===== src/rtl/data_mem_arbiter_pkg.sv =====
// Shared types and defaults for the two-master data-memory arbiter.
package data_mem_arbiter_pkg;

  typedef enum logic [1:0] {
    IDLE   = 2'd0,
    OWN_M0 = 2'd1,
    OWN_M1 = 2'd2
  } arb_state_t;

  localparam logic M0 = 1'b0;
  localparam logic M1 = 1'b1;

  localparam int ADDR_W_DEF  = 8;
  localparam int DATA_W_DEF  = 8;
  localparam int TIMEOUT_DEF = 16;
  localparam int WDOG_W      = 8;

  typedef struct packed {
    logic cyc;
    logic stb;
    logic we;
  } bus_ctl_t;

endpackage


===== src/rtl/data_mem_arbiter_watchdog.sv =====
// Wait-for-ack watchdog: counts unacknowledged strobe cycles of the owner.
module arb_watchdog
  import data_mem_arbiter_pkg::*;
#(
  parameter int TIMEOUT = TIMEOUT_DEF
) (
  input  logic clk,
  input  logic rst_n,
  input  logic owned,
  input  logic stb,
  input  logic ack,
  output logic tmo
);

  logic [WDOG_W-1:0] cnt;
  logic              inc;

  assign inc = owned & stb & ~ack;
  // Uses the master's raw strobe so forcing s_stb_o low cannot feed back here.
  assign tmo = inc & (cnt == WDOG_W'(TIMEOUT - 1));

  always_ff @(posedge clk) begin
    if (!rst_n)              cnt <= '0;
    else if (!owned || ack)  cnt <= '0;
    else if (inc)            cnt <= cnt + 1'b1;
  end

endmodule


===== src/rtl/data_mem_arbiter.sv =====
// Two-master (CPU core, DMA) round-robin arbiter onto a single data-memory slave.
module data_mem_arbiter
  import data_mem_arbiter_pkg::*;
#(
  parameter int ADDR_W  = ADDR_W_DEF,
  parameter int DATA_W  = DATA_W_DEF,
  parameter int TIMEOUT = TIMEOUT_DEF
) (
  input  logic              clk,
  input  logic              rst_n,
  input  logic              m0_cyc_i,
  input  logic              m0_stb_i,
  input  logic              m0_we_i,
  input  logic [ADDR_W-1:0] m0_adr_i,
  input  logic [DATA_W-1:0] m0_dat_i,
  output logic [DATA_W-1:0] m0_dat_o,
  output logic              m0_ack_o,
  output logic              m0_err_o,
  input  logic              m1_cyc_i,
  input  logic              m1_stb_i,
  input  logic              m1_we_i,
  input  logic [ADDR_W-1:0] m1_adr_i,
  input  logic [DATA_W-1:0] m1_dat_i,
  output logic [DATA_W-1:0] m1_dat_o,
  output logic              m1_ack_o,
  output logic              m1_err_o,
  output logic              s_cyc_o,
  output logic              s_stb_o,
  output logic              s_we_o,
  output logic [ADDR_W-1:0] s_adr_o,
  output logic [DATA_W-1:0] s_dat_o,
  input  logic [DATA_W-1:0] s_dat_i,
  input  logic              s_ack_i,
  output logic [1:0]        gnt_o
);

  arb_state_t state, state_nxt;
  logic       last_grant, last_grant_nxt;
  logic       req0, req1;
  logic       owned, own_cyc, own_stb, ack, tmo;
  bus_ctl_t   ctl;

  assign req0 = m0_cyc_i & m0_stb_i;
  assign req1 = m1_cyc_i & m1_stb_i;

  always_ff @(posedge clk) begin
    if (!rst_n) begin
      state      <= IDLE;
      last_grant <= M1;
    end else begin
      state      <= state_nxt;
      last_grant <= last_grant_nxt;
    end
  end

  always_comb begin
    state_nxt      = state;
    last_grant_nxt = last_grant;
    case (state)
      IDLE: begin
        if (req0 && (!req1 || last_grant == M1)) begin
          state_nxt      = OWN_M0;
          last_grant_nxt = M0;
        end else if (req1) begin
          state_nxt      = OWN_M1;
          last_grant_nxt = M1;
        end
      end
      OWN_M0:  if (!m0_cyc_i || tmo) state_nxt = IDLE;
      OWN_M1:  if (!m1_cyc_i || tmo) state_nxt = IDLE;
      default: state_nxt = IDLE;
    endcase
  end

  assign owned = (state == OWN_M0) || (state == OWN_M1);
  assign ack   = owned & s_ack_i;

  always_comb begin
    own_cyc = 1'b0;
    own_stb = 1'b0;
    s_we_o  = 1'b0;
    s_adr_o = '0;
    s_dat_o = '0;
    gnt_o   = 2'b00;
    case (state)
      OWN_M0: begin
        own_cyc = m0_cyc_i;
        own_stb = m0_stb_i;
        s_we_o  = m0_we_i;
        s_adr_o = m0_adr_i;
        s_dat_o = m0_dat_i;
        gnt_o   = 2'b01;
      end
      OWN_M1: begin
        own_cyc = m1_cyc_i;
        own_stb = m1_stb_i;
        s_we_o  = m1_we_i;
        s_adr_o = m1_adr_i;
        s_dat_o = m1_dat_i;
        gnt_o   = 2'b10;
      end
      default: ;
    endcase
  end

  arb_watchdog #(.TIMEOUT(TIMEOUT)) u_wdog (
    .clk   (clk),
    .rst_n (rst_n),
    .owned (owned),
    .stb   (own_stb),
    .ack   (s_ack_i),
    .tmo   (tmo)
  );

  // A timed-out owner loses the slave in the same cycle its error is flagged.
  assign ctl     = '{cyc: own_cyc & ~tmo, stb: own_stb & ~tmo, we: s_we_o};
  assign s_cyc_o = ctl.cyc;
  assign s_stb_o = ctl.stb;

  assign m0_ack_o = (state == OWN_M0) & ack;
  assign m1_ack_o = (state == OWN_M1) & ack;
  assign m0_err_o = (state == OWN_M0) & tmo;
  assign m1_err_o = (state == OWN_M1) & tmo;
  assign m0_dat_o = (state == OWN_M0) ? s_dat_i : '0;
  assign m1_dat_o = (state == OWN_M1) ? s_dat_i : '0;

endmodule


===== config.mk =====
export PLATFORM = sky130hd
export DESIGN_NAME = data_mem_arbiter
export DESIGN_NICKNAME = d
export VERILOG_FILES = /design/src/rtl/data_mem_arbiter_pkg.sv /design/src/rtl/data_mem_arbiter_watchdog.sv /design/src/rtl/data_mem_arbiter.sv
export SDC_FILE = /design/constraint.sdc
export NUM_CORES = 1
export LEC_CHECK = 0
export ABC_AREA = 0
export CORE_MARGIN = 2
export CORE_UTILIZATION = 33
export CTS_CLUSTER_SIZE = 24
export DETAILED_ROUTE_END_ITERATION = 10
export PLACE_DENSITY = 0.95
export SLEW_MARGIN = 0
export SYNTH_ARGS = -nofsm -noshare
export SYNTH_HDL_FRONTEND = slang
export SYNTH_SLANG_ARGS = --single-unit

===== constraint.sdc =====
create_clock -name clk -period 3.6 [get_ports clk]
set_input_delay 0.54 -clock clk [delete_from_list [all_inputs] [get_ports clk]]
set_output_delay 0.54 -clock clk [all_outputs]
set_load 0.05 [all_outputs]

After elaboration in Yosys (flattened, before gate mapping)
Cells that the tools add are included.

word-level totals
  flip-flop bits (word level) = 11
  latch bits = 0
  bits in writable memories = 0
  memory bits (read-only) = 0
  bits of input ports = 49
  output and inout port bits = 41
  word-level logic and storage cells = 55
  memories kept = 0

operators by class
  add/sub/neg operators = 1
  multipliers = 0
  divide/modulo/power cells = 0
  $lt $le $gt $ge = 0
  eq/ne operators = 6
  shifts and indexed selects = 0
  muxes and demuxes = 15
  bitwise gates (word level) = 15
  reduce and logical (&&, ||, !) cells = 15

operator list
  operator                                                                number
  8-bit case mux with 2 select lines                                      2
  8-bit 2-to-1 mux                                                        2
  1-bit bitwise AND                                                       12
  8-bit by 1-bit adder with 8-bit output (second input constant)          1
  8-bit by 4-bit equality test with 1-bit output (second input constant)  1
  2-bit 2-to-1 mux                                                        4
  1-bit case mux with 2 select lines                                      3
  2-bit case mux with 3 select lines                                      1
  1-bit logical OR                                                        5
  1-bit logical NOT                                                       4
  2-bit inequality test (second input constant)                           2
  2-bit case mux with 2 select lines                                      1
  3-bit inequality test (second input constant)                           1
  1-bit inverter                                                          3
  3-bit AND reduction                                                     1
  2-bit by 1-bit equality test with 1-bit output (second input constant)  1
  2-bit equality test (second input constant)                             1
  2-bit logical NOT                                                       1
  1-bit 2-to-1 mux                                                        2
  2-bit AND reduction                                                     1
  2-bit nonzero test                                                      1
  2-bit OR reduction                                                      1
  1-bit logical AND                                                       1

Depth between registers and ports, before layout
Gate-level depths: netlist (run 1).

  word-level depth = 8
  gate-level depth with buffers = 6
  gate-level depth less buffers = 6

Cells and area by module
A second synthesis (run 1) with hierarchy kept.

second synthesis, totals
  cells, all modules = 113
  area, all modules = 977.2 um^2

modules (own cells, without submodules)
  module            instances  cells an instance  area each (um^2)  seq. area each (um^2)
  data_mem_arbiter  1          74                 603.1             60.1
  arb_watchdog      1          39                 374.1             160.2

Least setup slack after synthesis (run 1)
OpenSTA, ideal clock, no wires.

  kind = register -> output
  start = register state[0]
  end = output port s_cyc_o
  arrival time = 1.955 ns
  slack = 1.105 ns
  stages on the path, launching flop included = 6
  cell sequence = dfxtp_1 inv_1 ha_1 a22oi_1 nor4_4 nor2_1

between the ends
  word-level cells in the longest chain between the ends = 7

RTL lines
  item                                                                                          RTL line                                        source
  from (decl)                                                                                   data_mem_arbiter.sv:37                          arb_state_t state, state_nxt;
  from (signal assigned)                                                                        data_mem_arbiter.sv:51                          state <= state_nxt;
  2-bit equality test / 2-bit by 1-bit equality test with 1-bit output (equally long branches)  data_mem_arbiter.sv:75, data_mem_arbiter.sv:85
  1-bit case mux with 2 select lines / 1-bit logical OR (equally long branches)                 data_mem_arbiter.sv:85, data_mem_arbiter.sv:75
  1-bit bitwise AND (2 in series)                                                               data_mem_arbiter_watchdog.sv:18                 assign inc = owned & stb & ~ack;
  1-bit bitwise AND                                                                             data_mem_arbiter_watchdog.sv:20                 assign tmo = inc & (cnt == WDOG_W'(TIMEOUT - 1));
  1-bit inverter                                                                                data_mem_arbiter.sv:116                         assign ctl = '{cyc: own_cyc & ~tmo, stb: own_stb & ~tmo, we: s_we_o};
  1-bit bitwise AND *                                                                           data_mem_arbiter.sv:116
  to (decl)                                                                                     data_mem_arbiter.sv:27                          output logic s_cyc_o,

Every way passes the cells marked *; elsewhere a longest branch is shown, timed or not.

Final worst setup path (run 1)
  start = register state[0]
  end = output port s_dat_o[0]

between the ends
  word-level cells in the longest chain between the ends = 2

RTL lines
  item                                                                                          RTL line                source
  2-bit equality test / 2-bit by 1-bit equality test with 1-bit output (equally long branches)  data_mem_arbiter.sv:85  case (state)
  8-bit case mux with 2 select lines *                                                          data_mem_arbiter.sv:85
  to (decl)                                                                                     data_mem_arbiter.sv:31  output logic [DATA_W-1:0] s_dat_o,

Marked as above.

==> out/metrics.cfg, run 1 <==
[final_layout]
drive_above_1_share_pct=6.220
finalInstanceArea_sq_um=1916
seqCellArea_sq_um=220.2
fin_nets=265
syn_to_final_growth_pct=95.03
fill_cells=216
antenna_cells=0
multi_input_area_sq_um=721.9

[sta]
period_share_pct=93.77
max_slew.worst_pin.slew_ns=0.6195
setup_viol_count_final=0
finalMaxSlewViolations=0
max_freq_mhz=296.2
tns_ns=0
final_hold_viol_count=0
slew_headroom_pct=58.70
rsz0062_at_grt=false
worst_hold_slack_ns=0.5311
skew_ns=0.01189
period_needed_ns=3.376

[synthesis]
ys_seq_elements=11
synthTopCellsByArea=dfxtp_1, a22o_1, and2_1
synthDistinctLibCells=31
yosysSeqAreaShare_pct=22.42
ys_warn_count=0
synth-edff-count=0
yosys.area.top_type=dfxtp_1
synth_flop_cell=dfxtp_1
async_flop_share_pct=0
post_synth.cell_area_avg_sq_um=8.117
synth_cells=121
syn_area_sq_um=982.2
synth_common_cells=and2_1, a22o_1, dfxtp_1
synth_top_area_share_pct=22.42
synth.most_common_cell=and2_1
synth_nets=176

[worst_setup_path]
cp_top_family=buffers and inverters
path_class=flop to output pin
cp.required_ns=3.06
endpoint_kind=output pin
cpPeakStageDelay_ns=0.82
crit_fanout=17
crit_chain=inv_1, ha_1, and2_1, a22o_1, clkdlybuf4s50_1
worst_path_max_delay_cell=clkdlybuf4s50_1
worstPathArrival_ns=2.84
path_buf_inv=2
cp-start-kind=flop

[route]
wl_per_cell_microns=14.94
first_iter_violations=41
dr_wl_met2_microns=1935
vias=1225
first_pass_iters=4
wl_met3_microns=218
top_layer=met4
met1_length_microns=1393
wirelength_microns=3585
via_per_inst=5.104
drc=0
drtAntennaViolNets=0

[clock_tree]
path_clk_slew_ns=0.08
cts.sink_count=11
cts_setup_buffers=0
htree_levels=1
cts_resized=0
clkLatencyLatePin_ns=0.28
clock_path_buffers=2
root_buffer=clkbuf_4
cts_hold_buf=0
cts_buffers=3
cts_tree=yes

[placement]
place.port_buffers=89
place_area_sq_um=1889
gp_congestion=0.8089
dp_hpwl_microns=2834

[run_status]
outcome=completed

[die]
core_region_area_sq_um=2781
die_x_microns=58.56
start_util_pct=35.31
fp.dieH_microns=58.56
num_rows=19
io_pins=90
die_area_sq_um=3429

[global_route]
antenna_found_initial=0
overflow=0
grt_max_degree=18
grt.total_usage_pct=20.08
grt_pass1_vias=1130
grt_pass1_wl_microns=5264

[run]
cap_violations=0

[worst_hold_path]
worstHoldPathType=flop to flop

[pwr]
power_leakage_nw=0.7137
power_density_nw_per_um2=241.4
ir_worst_vdd_mv=0.2510

[worst reg2reg max path, cell delays in order, from the launching register on]
cell and delay, ns:
dfxtp_1 0.42, inv_1 0.10, ha_1 0.40, nand2b_1 0.21, nor4_4 0.52, nand4b_1 0.18
nand3_1 0.08
[where the power goes]
group	switching (W)	internal (W)	total, W	leakage (nW)
Combinational	0.000137	0.000109	0.000246	0.610
Clock	0.0000453	0.0000430	0.0000883	0.0150
Sequential	0.00000336	0.000125	0.000128	0.0891
[cell usage in the layout, fill, tap and decap left out, types with 2 or more instances in the layout]
cell             Yosys  layout
nand4_1              2       2
nand2_1              7       7
clkdlybuf4s50_1      0      87
and3_1               3       3
buf_4                0       4
ha_1                 6       6
nor4_1               3       3
inv_1                2       2
and2_1              19      19
a22oi_1              2       2
nor3_1               6       6
xnor2_1              5       5
nor2_1              10      10
nand3_1              4       4
dfxtp_1             11      11
a22o_1              18      18
and2_2               2       2
xor2_1               2       2
clkbuf_4             0       3
[per-stage QoR]
stage               setup slack [ns]  instances  total power, W  util (%)
detailed placement            0.4386        236       0.0003765     67.93
global route                 0.03590        240       0.0004839     68.87
floorplan                      1.105        121       0.0002683         -
CTS                           0.2310        240       0.0004646     68.87
global placement              0.4993        236       0.0003745     67.93
finish                        0.2245        240       0.0004625     68.87
[final cells by class]
cell class              instances  area share, %
clock buffers                   4          1.372
well taps                      31          2.025
repair buffers                 91          47.03
multi-input cells             101          37.69
flip-flops and latches         11          11.50
inverters                       2         0.3919
[flip-flops by register name, indices dropped and copies added (netlist names)]
| register | count |
|---|---|
| u_wdog.cnt | 8 |
| state | 2 |
| last_grant | 1 |
[logic make-up after synthesis]
| kind of cell | count (synthesis) | synth area share, % |
|---|---|---|
| buffers and inverters | 9 | 4.077 |
| flip-flops | 11 | 22.42 |
| adder cells (fa/ha/maj) | 6 | 7.643 |
| XOR/XNOR | 7 | 6.242 |
| AO/OA/AOI/OAI | 27 | 23.69 |
| AND/OR/NAND/NOR | 61 | 35.92 |
[metal layers]
layer | track usage, % | up-vias
met5 | 0 | -
met4 | 3.987 | 0
met3 | 5.055 | 4
met2 | 36.12 | 52
met1 | 24.06 | 549
li1 | - | 620
[path summary, 6_finish.rpt]
check | from | end | slack, ns | depth (start not counted)
worst max-delay path | state[0]$_SDFFE_PN0P_ | s_dat_o[0] | 0.22 | 5
worst min-delay path | u_wdog.cnt[7]$_SDFFE_PP0P_ | u_wdog.cnt[7]$_SDFFE_PP0P_ | 0.53 | 2
worst max register to register | state[0]$_SDFFE_PN0P_ | state[0]$_SDFFE_PN0P_ | 1.59 | 6
worst min register to register | u_wdog.cnt[7]$_SDFFE_PP0P_ | u_wdog.cnt[7]$_SDFFE_PP0P_ | 0.53 | 2
Power figures use the tool's default switching activity.
==> inputs of run 2 (changes only) <==
- SETUP_SLACK_MARGIN: unset -> 0.02
==> results of run 2 <==
Final layout, timing and power as in run 1 (identical DEF).
